===== config.mk =====
export PLATFORM = sky130hd
export DESIGN_NAME = alu_top
export DESIGN_NICKNAME = d
export VERILOG_FILES = /design/src/rtl/alu_pkg.sv /design/src/rtl/bin2bcd.sv /design/src/rtl/alu_top.sv
export SDC_FILE = /design/constraint.sdc
export NUM_CORES = 1
export LEC_CHECK = 0
export BUFFER_PORTS_ARGS = -buffer_cell sky130_fd_sc_hd__clkbuf_2
export CORE_MARGIN = 3
export CORE_UTILIZATION = 60
export CTS_CLUSTER_DIAMETER = 40
export DETAILED_ROUTE_END_ITERATION = 7
export PLACE_DENSITY = 0.81
export SLEW_MARGIN = 5
export SYNTH_ARGS = -nofsm -noshare
export SYNTH_HDL_FRONTEND = slang
export SYNTH_SLANG_ARGS = --single-unit

===== constraint.sdc =====
create_clock -name clk -period 8.1 [get_ports clk]
set_input_delay 0.405 -clock clk [delete_from_list [all_inputs] [get_ports clk]]
set_output_delay 0.405 -clock clk [all_outputs]
set_load 0.1 [all_outputs]

===== src/rtl/alu_pkg.sv =====
// Shared widths, saturation limit, opcode encodings and the ALU datapath function.
package alu_pkg;

    localparam int OP_W  = 6;
    localparam int BIN_W = 10;
    localparam int RES_W = 12;
    localparam int BCD_W = 12;
    localparam logic [RES_W-1:0] SAT_LIM = 12'd999;

    localparam logic [3:0] OP_ADD     = 4'b1000;
    localparam logic [3:0] OP_SUB     = 4'b1001;
    localparam logic [3:0] OP_MOD     = 4'b1010;
    localparam logic [3:0] OP_MUL     = 4'b1011;
    localparam logic [3:0] OP_DIV     = 4'b1100;
    localparam logic [3:0] OP_NOT     = 4'b1101;
    localparam logic [3:0] OP_AND     = 4'b1110;
    localparam logic [3:0] OP_OR      = 4'b1111;
    localparam logic [3:0] OP_XOR     = 4'b0000;
    localparam logic [3:0] OP_SR      = 4'b0001;
    localparam logic [3:0] OP_SL      = 4'b0010;
    localparam logic [3:0] OP_SUB_ALT = 4'b0011;

    // Full-width result is clamped so the 3-digit BCD stage never overflows.
    function automatic logic [BIN_W-1:0] alu_calc(input logic [3:0] op,
                                                  input logic [OP_W-1:0] a,
                                                  input logic [OP_W-1:0] b);
        logic [RES_W-1:0] aw, bw, r;
        aw = {{(RES_W-OP_W){1'b0}}, a};
        bw = {{(RES_W-OP_W){1'b0}}, b};
        case (op)
            OP_ADD:             r = aw + bw;
            OP_SUB, OP_SUB_ALT: r = (b > a) ? '0 : aw - bw;
            OP_MOD:             r = (b == '0) ? aw : aw % bw;
            OP_MUL:             r = aw * bw;
            OP_DIV:             r = (b == '0) ? 12'd63 : aw / bw;
            OP_NOT:             r = {{(RES_W-OP_W){1'b0}}, ~a};
            OP_AND:             r = aw & bw;
            OP_OR:              r = aw | bw;
            OP_XOR:             r = aw ^ bw;
            OP_SL:              r = aw << 1;
            OP_SR:              r = aw >> 1;
            default:            r = '0;
        endcase
        if (r > SAT_LIM)
            r = SAT_LIM;
        return r[BIN_W-1:0];
    endfunction

endpackage


===== src/rtl/bin2bcd.sv =====
// Combinational double-dabble: 10-bit binary to three BCD digits.
module bin2bcd
    import alu_pkg::*;
(
    input  logic [BIN_W-1:0] bin,
    output logic [BCD_W-1:0] bcd
);

    logic [BCD_W+BIN_W-1:0] sr;

    always_comb begin
        sr = {{BCD_W{1'b0}}, bin};
        for (int i = 0; i < BIN_W; i++) begin
            for (int d = 0; d < 3; d++) begin
                if (sr[BIN_W+4*d +: 4] >= 4'd5)
                    sr[BIN_W+4*d +: 4] = sr[BIN_W+4*d +: 4] + 4'd3;
            end
            sr = sr << 1;
        end
        bcd = sr[BCD_W+BIN_W-1:BIN_W];
    end

endmodule


===== src/rtl/alu_top.sv =====
// Serially-loaded 4-bit opcode ALU with registered BCD result.
// Define ALU_INPUT_SYNC_EN to add 2-flop synchronizers on the load/clear inputs.
module alu_top
    import alu_pkg::*;
(
    input  logic             clk,
    input  logic             reset_all,
    input  logic             reset_instr,
    input  logic             instr_load_en,
    input  logic             instruction_in,
    input  logic [OP_W-1:0]  A,
    input  logic [OP_W-1:0]  B,
    output logic [BCD_W-1:0] bcd_result
);

    logic             load_i, instr_i, rst_i;
    logic             load_q;
    logic [3:0]       opcode;
    logic [2:0]       bit_cnt;
    logic             op_done;
    logic             load_edge;
    logic [BIN_W-1:0] bin_res;
    logic [BCD_W-1:0] bcd_next;

`ifdef ALU_INPUT_SYNC_EN
    logic [1:0] load_sync, instr_sync, rsti_sync;

    // Clear input idles high so reset release does not look like a clear.
    always_ff @(posedge clk or negedge reset_all) begin
        if (!reset_all) begin
            load_sync  <= 2'b00;
            instr_sync <= 2'b00;
            rsti_sync  <= 2'b11;
        end else begin
            load_sync  <= {load_sync[0], instr_load_en};
            instr_sync <= {instr_sync[0], instruction_in};
            rsti_sync  <= {rsti_sync[0], reset_instr};
        end
    end

    assign load_i  = load_sync[1];
    assign instr_i = instr_sync[1];
    assign rst_i   = rsti_sync[1];
`else
    assign load_i  = instr_load_en;
    assign instr_i = instruction_in;
    assign rst_i   = reset_instr;
`endif

    assign load_edge = load_i & ~load_q;
    assign op_done   = (bit_cnt == 3'd4);
    assign bin_res   = alu_calc(opcode, A, B);

    bin2bcd u_bin2bcd (
        .bin (bin_res),
        .bcd (bcd_next)
    );

    always_ff @(posedge clk or negedge reset_all) begin
        if (!reset_all) begin
            load_q     <= 1'b0;
            opcode     <= '0;
            bit_cnt    <= '0;
            bcd_result <= '0;
        end else if (!rst_i) begin
            load_q     <= 1'b0;
            opcode     <= '0;
            bit_cnt    <= '0;
            bcd_result <= '0;
        end else begin
            load_q <= load_i;
            if (load_edge && !op_done) begin
                opcode  <= {instr_i, opcode[3:1]};
                bit_cnt <= bit_cnt + 3'd1;
            end
            bcd_result <= op_done ? bcd_next : '0;
        end
    end

endmodule


==> flow_metrics.py, run 1 <==
metrics = {
    "status": {
        "status": "did not finish",
        "stop_stage": "clock tree synthesis (4_1_cts)",
        "error": "[ERROR DPL-0038] Utilization greater than 100%, impossible to legalize",
    },
    "synth": {
        "synth_area_per_cell_um2": 7.51,
        "synth_top_area_cell": "ha_1",
        "synthTopCellsByArea": "ha_1 (17%), dfrtp_1 (6.0%), fa_1 (4.8%)",
        "synth_cell_types": 111,
        "synth_seq_cells": 20,
        "synth_enable_flop_cells": 0,
        "synth_top_area_share": 0.174,
        "yosys_warnings": 0,
        "synth_top_flop_cell": "dfrtp_1",
        "postSynth.asyncResetShare": 1.00,
        "syn_inst": 1110,
        "yosysSeqAreaShare": 0.0600,
        "syn_area_um2": 8340,
    },
    "clock_tree": {
        "clock-root-buffer": "clkbuf_16",
        "cts.sink_count": 20,
        "cts_resized": 85,
        "h-tree-depth": 1,
        "clockBufferDepth": 2,
        "ctsHoldBuffers": 0,
        "cts_made_buffers": 3,
        "cts_setup_buffers": 146,
    },
    "die": {
        "pin_count": 29,
        "start_util": 0.622,
        "fp.dieW_um": 124,
        "num_rows": 42,
        "die_y_um": 124,
    },
    "placement": {
        "dp_hpwl_um": 28600,
        "io_buffers": 28,
        "place_ws_ps": -15370,
        "place_congestion": 0.984,
    },
}
-- synth_stat cells, drive strengths merged (12+ instances only) --
cell type and instances:
a21oi 68, buf 12, nand3 33, a21o 23, or3 16, mux2i 17, inv 77, nor2b 15
xnor2 31, a31oi 13, nand2 98, clkbuf 20, nand2b 15, o21ai 61, a211oi 16, ha 116
mux2 19, xor2 12, nor3 43, o21a 23, o31ai 19, and3 12, and2 13, fa 20
dfrtp 20, o211ai 16, nor2 105, or2 12
-- stage by stage --
stage          std cells  hold slack [ps]  instance area, um^2
2_1_floorplan       1115              109                 8790
3_3_place_gp        1671              378                11900
3_5_place_dp        1671              393                11900
-- logic make-up after synthesis --
kind of cell	Yosys count	synth area share
compound gates	355	0.318
xor+xnor	44	0.0497
fa+ha+maj	136	0.222
buf+inv	110	0.0534
flops	20	0.0600
mux	36	0.0470
other cells	1	0.000450
simple gates	408	0.249
==> run 2, diff against run 1 <==
--- a/config.mk
+++ b/config.mk
@@ -7,10 +7,9 @@
 export LEC_CHECK = 0
 export BUFFER_PORTS_ARGS = -buffer_cell sky130_fd_sc_hd__clkbuf_2
 export CORE_MARGIN = 3
-export CORE_UTILIZATION = 60
-export CTS_CLUSTER_DIAMETER = 40
+export CORE_UTILIZATION = 40
 export DETAILED_ROUTE_END_ITERATION = 7
-export PLACE_DENSITY = 0.81
+export PLACE_DENSITY_LB_ADDON = 0.15
 export SLEW_MARGIN = 5
 export SYNTH_ARGS = -nofsm -noshare
 export SYNTH_HDL_FRONTEND = slang
==> constraint.sdc (replaced) <==
create_clock -name clk -period 10.53 [get_ports clk]
set_input_delay 0.5265 -clock clk [delete_from_list [all_inputs] [get_ports clk]]
set_output_delay 0.5265 -clock clk [all_outputs]
set_load 0.1 [all_outputs]
==> run 2 against run 1 <==
Effect of this change:
- the flow now finishes, with violations (setup timing)
- synthesized cell count unchanged
- synthesized area unchanged
==> flow_metrics.py, run 2 <==
metrics = {
    "status": {
        "status": "finished, violations left",
        "violations": "setup timing",
    },
    "route": {
        "wl_per_cell_um": 17.8,
        "wl_um": 33600,
        "routed-via-count": 10900,
        "drt_iter0_markers": 765,
        "drc": 0,
        "drtAntennaViolNets": 0,
        "vias_per_cell": 5.79,
        "first_pass_iters": 6,
    },
    "global_route": {
        "grt_remaining_overflow": 0,
        "grt_max_degree": 24,
        "antenna_found_initial": 0,
        "grt_pass1_vias": 10400,
        "grt_first_pass_wirelength_um": 50100,
        "grt_usage": 0.267,
    },
    "die": {
        "pin_count": 29,
        "coreArea_um2": 20400,
        "die_area_um2": 22600,
        "num_rows": 52,
        "start_util": 0.409,
        "fp.dieW_um": 150,
        "die_y_um": 150,
    },
    "clock_tree": {
        "cts_made_buffers": 3,
        "clock-root-buffer": "clkbuf_16",
        "insertion_delay_ps": 250,
        "clockBufferDepth": 2,
        "ctsHoldBuffers": 0,
        "cts.sink_count": 20,
        "cts_tree": "built",
        "clk_pin_slew_ps": 50,
        "h-tree-depth": 1,
    },
    "sta": {
        "fmax_ghz": 0.0445,
        "drv_slew": 0,
        "tns_ps": -135050,
        "slew_headroom": 0.451,
        "finalCritPeriodShare": 2.13,
        "worst_pin_slew_ps": 817,
        "rsz0062_at_grt": "yes",
        "period_needed_ps": 22470,
        "skew_ps": 1.15,
        "setup_violations": 12,
        "hold_viol": 0,
        "setup_slack_ps": -11940,
    },
    "finish": {
        "stdcell_area_um2": 13600,
        "top_register": "bcd_result",
        "seq_area_um2": 500,
        "largestRegisters": "bcd_result x12, opcode x4, bit_cnt x3",
        "syn2layout_area_growth_pct": 62.7,
        "finalNetCount": 1767,
        "final_cells": 1882,
        "fill_cells": 1643,
        "largest_reg_flops": 12,
        "antenna_cells": 0,
        "drive_gt1_frac": 0.456,
        "final_common_cell": "buf_4",
        "multi_input_area_um2": 8410,
        "layout_common_cells": "buf_4 (487), nand2_1 (92), nor2_1 (90), ha_1 (86), inv_1 (67)",
    },
    "setup_path": {
        "start_kind": "input port",
        "worstSetupPathType": "in2reg",
        "end_kind": "flip-flop",
        "cp_slowest_cell": "or4_4",
        "critPathMaxStageDelay_ps": 490,
        "cp.required_ps": 10650,
        "crit_fanout": 6,
        "arrival_ps": 22590,
    },
    "placement": {
        "io_buffers": 28,
        "dp_cells": 1735,
        "postPlaceCellArea_um2": 11800,
        "place_congestion": 0.927,
        "dp_hpwl_um": 22900,
    },
    "pwr": {
        "combPwrFrac": 0.968,
        "p_per_area_nw_per_um2": 364,
        "p_leak_nw": 6.54,
        "cell_internal_pwr_mw": 2.64,
        "switching_share": 0.465,
        "seqPwrFrac": 0.016,
        "p_total_mw": 4.94,
        "p_sw_mw": 2.30,
        "vdd_drop_max_uv": 374,
        "clkPwrFrac": 0.015,
    },
    "synth": {
        "yosysSeqAreaShare": 0.0600,
        "synth.most_common_cell": "ha_1",
        "synth_top_area_share": 0.174,
        "synth_top_area_cell": "ha_1",
        "synth_seq_cells": 20,
        "synth_enable_flop_cells": 0,
        "syn_inst": 1110,
        "postSynth.asyncResetShare": 1.00,
        "synthTopCellsByArea": "ha_1 (17%), dfrtp_1 (6.0%), fa_1 (4.8%)",
        "synth_area_per_cell_um2": 7.51,
        "synth_common_cells": "ha_1 (116), nor2_1 (103), nand2_1 (97)",
        "yosys_warnings": 0,
        "syn_area_um2": 8340,
        "synth_top_flop_cell": "dfrtp_1",
        "synth_cell_types": 111,
    },
    "hold_path": {
        "hold_class": "in2async",
    },
    "flow_run": {
        "maxCapViolCount": 0,
    },
}
## run 2: cell counts after synthesis
Identical to the previous run, type by type.
## run 2: final timing paths
check	from	to	slack, ps	depth (start not counted)
worst min register to register	bit_cnt[1]	bit_cnt[1]	580	2
worst min-delay path	reset_all	bcd_result[11]	230	1
worst max register to register	opcode[3]	bcd_result[2]	2010	46
worst max-delay path	B[0]	bcd_result[2]	-11940	123
min in group clk	instruction_in	opcode[3]	510	3
max in group asynchronous	reset_all	bit_cnt[1]	9980	1
## run 2: through the flow
stage,util,setup WS (ps),hold WS (ps)
6_report,0.666,-11940,227
5_1_grt,0.666,-13050,260
4_1_cts,0.640,-10880,241
3_5_place_dp,0.577,-11940,502
3_3_place_gp,0.577,-11390,501
2_1_floorplan,-,-11820,231
## run 2: cells by family (layout without fill, tap and decap cells)
kind of cell	Yosys count	count (layout)	synth area share
flip-flops	20	20	0.0600
other	1	6	0.000450
adder cells (fa/ha/maj)	136	136	0.222
XOR/XNOR	44	44	0.0497
AND/OR/NAND/NOR	408	408	0.249
buffers and inverters	110	607	0.0534
multiplexers	36	36	0.0470
AO/OA/AOI/OAI	355	355	0.318
## run 2: worst max-delay path, delay by kind of cell
| family | cells | cell delay (ps) |
|---|---|---|
| mux | 3 | 1020 |
| fa+ha+maj | 18 | 3880 |
| buf+inv | 14 | 1440 |
| simple gates | 41 | 7340 |
| compound gates | 47 | 8330 |
## run 2: what timing repair did
item	4_1_cts	5_1_grt
setup buffers	118	30
endpoints found under the setup margin	12	12
cloned	0	0
pin swaps	89	73
gates resized for setup	69	66
## run 2: per-layer routing
metal,part of all wire,GRT usage,up-vias
li1,-,-,5190
met1,0.42,0.346,5155
met2,0.48,0.481,422
met3,0.048,0.0148,136
met4,0.048,0.0741,0
met5,0,0,-
## run 2: cell type report
type,instances,area share
multi-input cells,985,0.620
repair buffers,526,0.290
flip-flops and latches,20,0.0369
well taps,270,0.0249
inverters,78,0.0225
clock buffers,3,0.00553
## run 2: power by group through the flow
stage | registers [mW] | clock network [mW] | logic (mW)
2_1_floorplan | 0.0809 | 0 | 1.90
3_3_place_gp | 0.0822 | 0 | 3.42
3_5_place_dp | 0.0822 | 0 | 3.47
4_1_cts | 0.0808 | 0.0759 | 4.13
5_1_grt | 0.0811 | 0.0800 | 5.08
6_report | 0.0809 | 0.0754 | 4.78
Note: power is estimated with default switching activity, not from simulation.
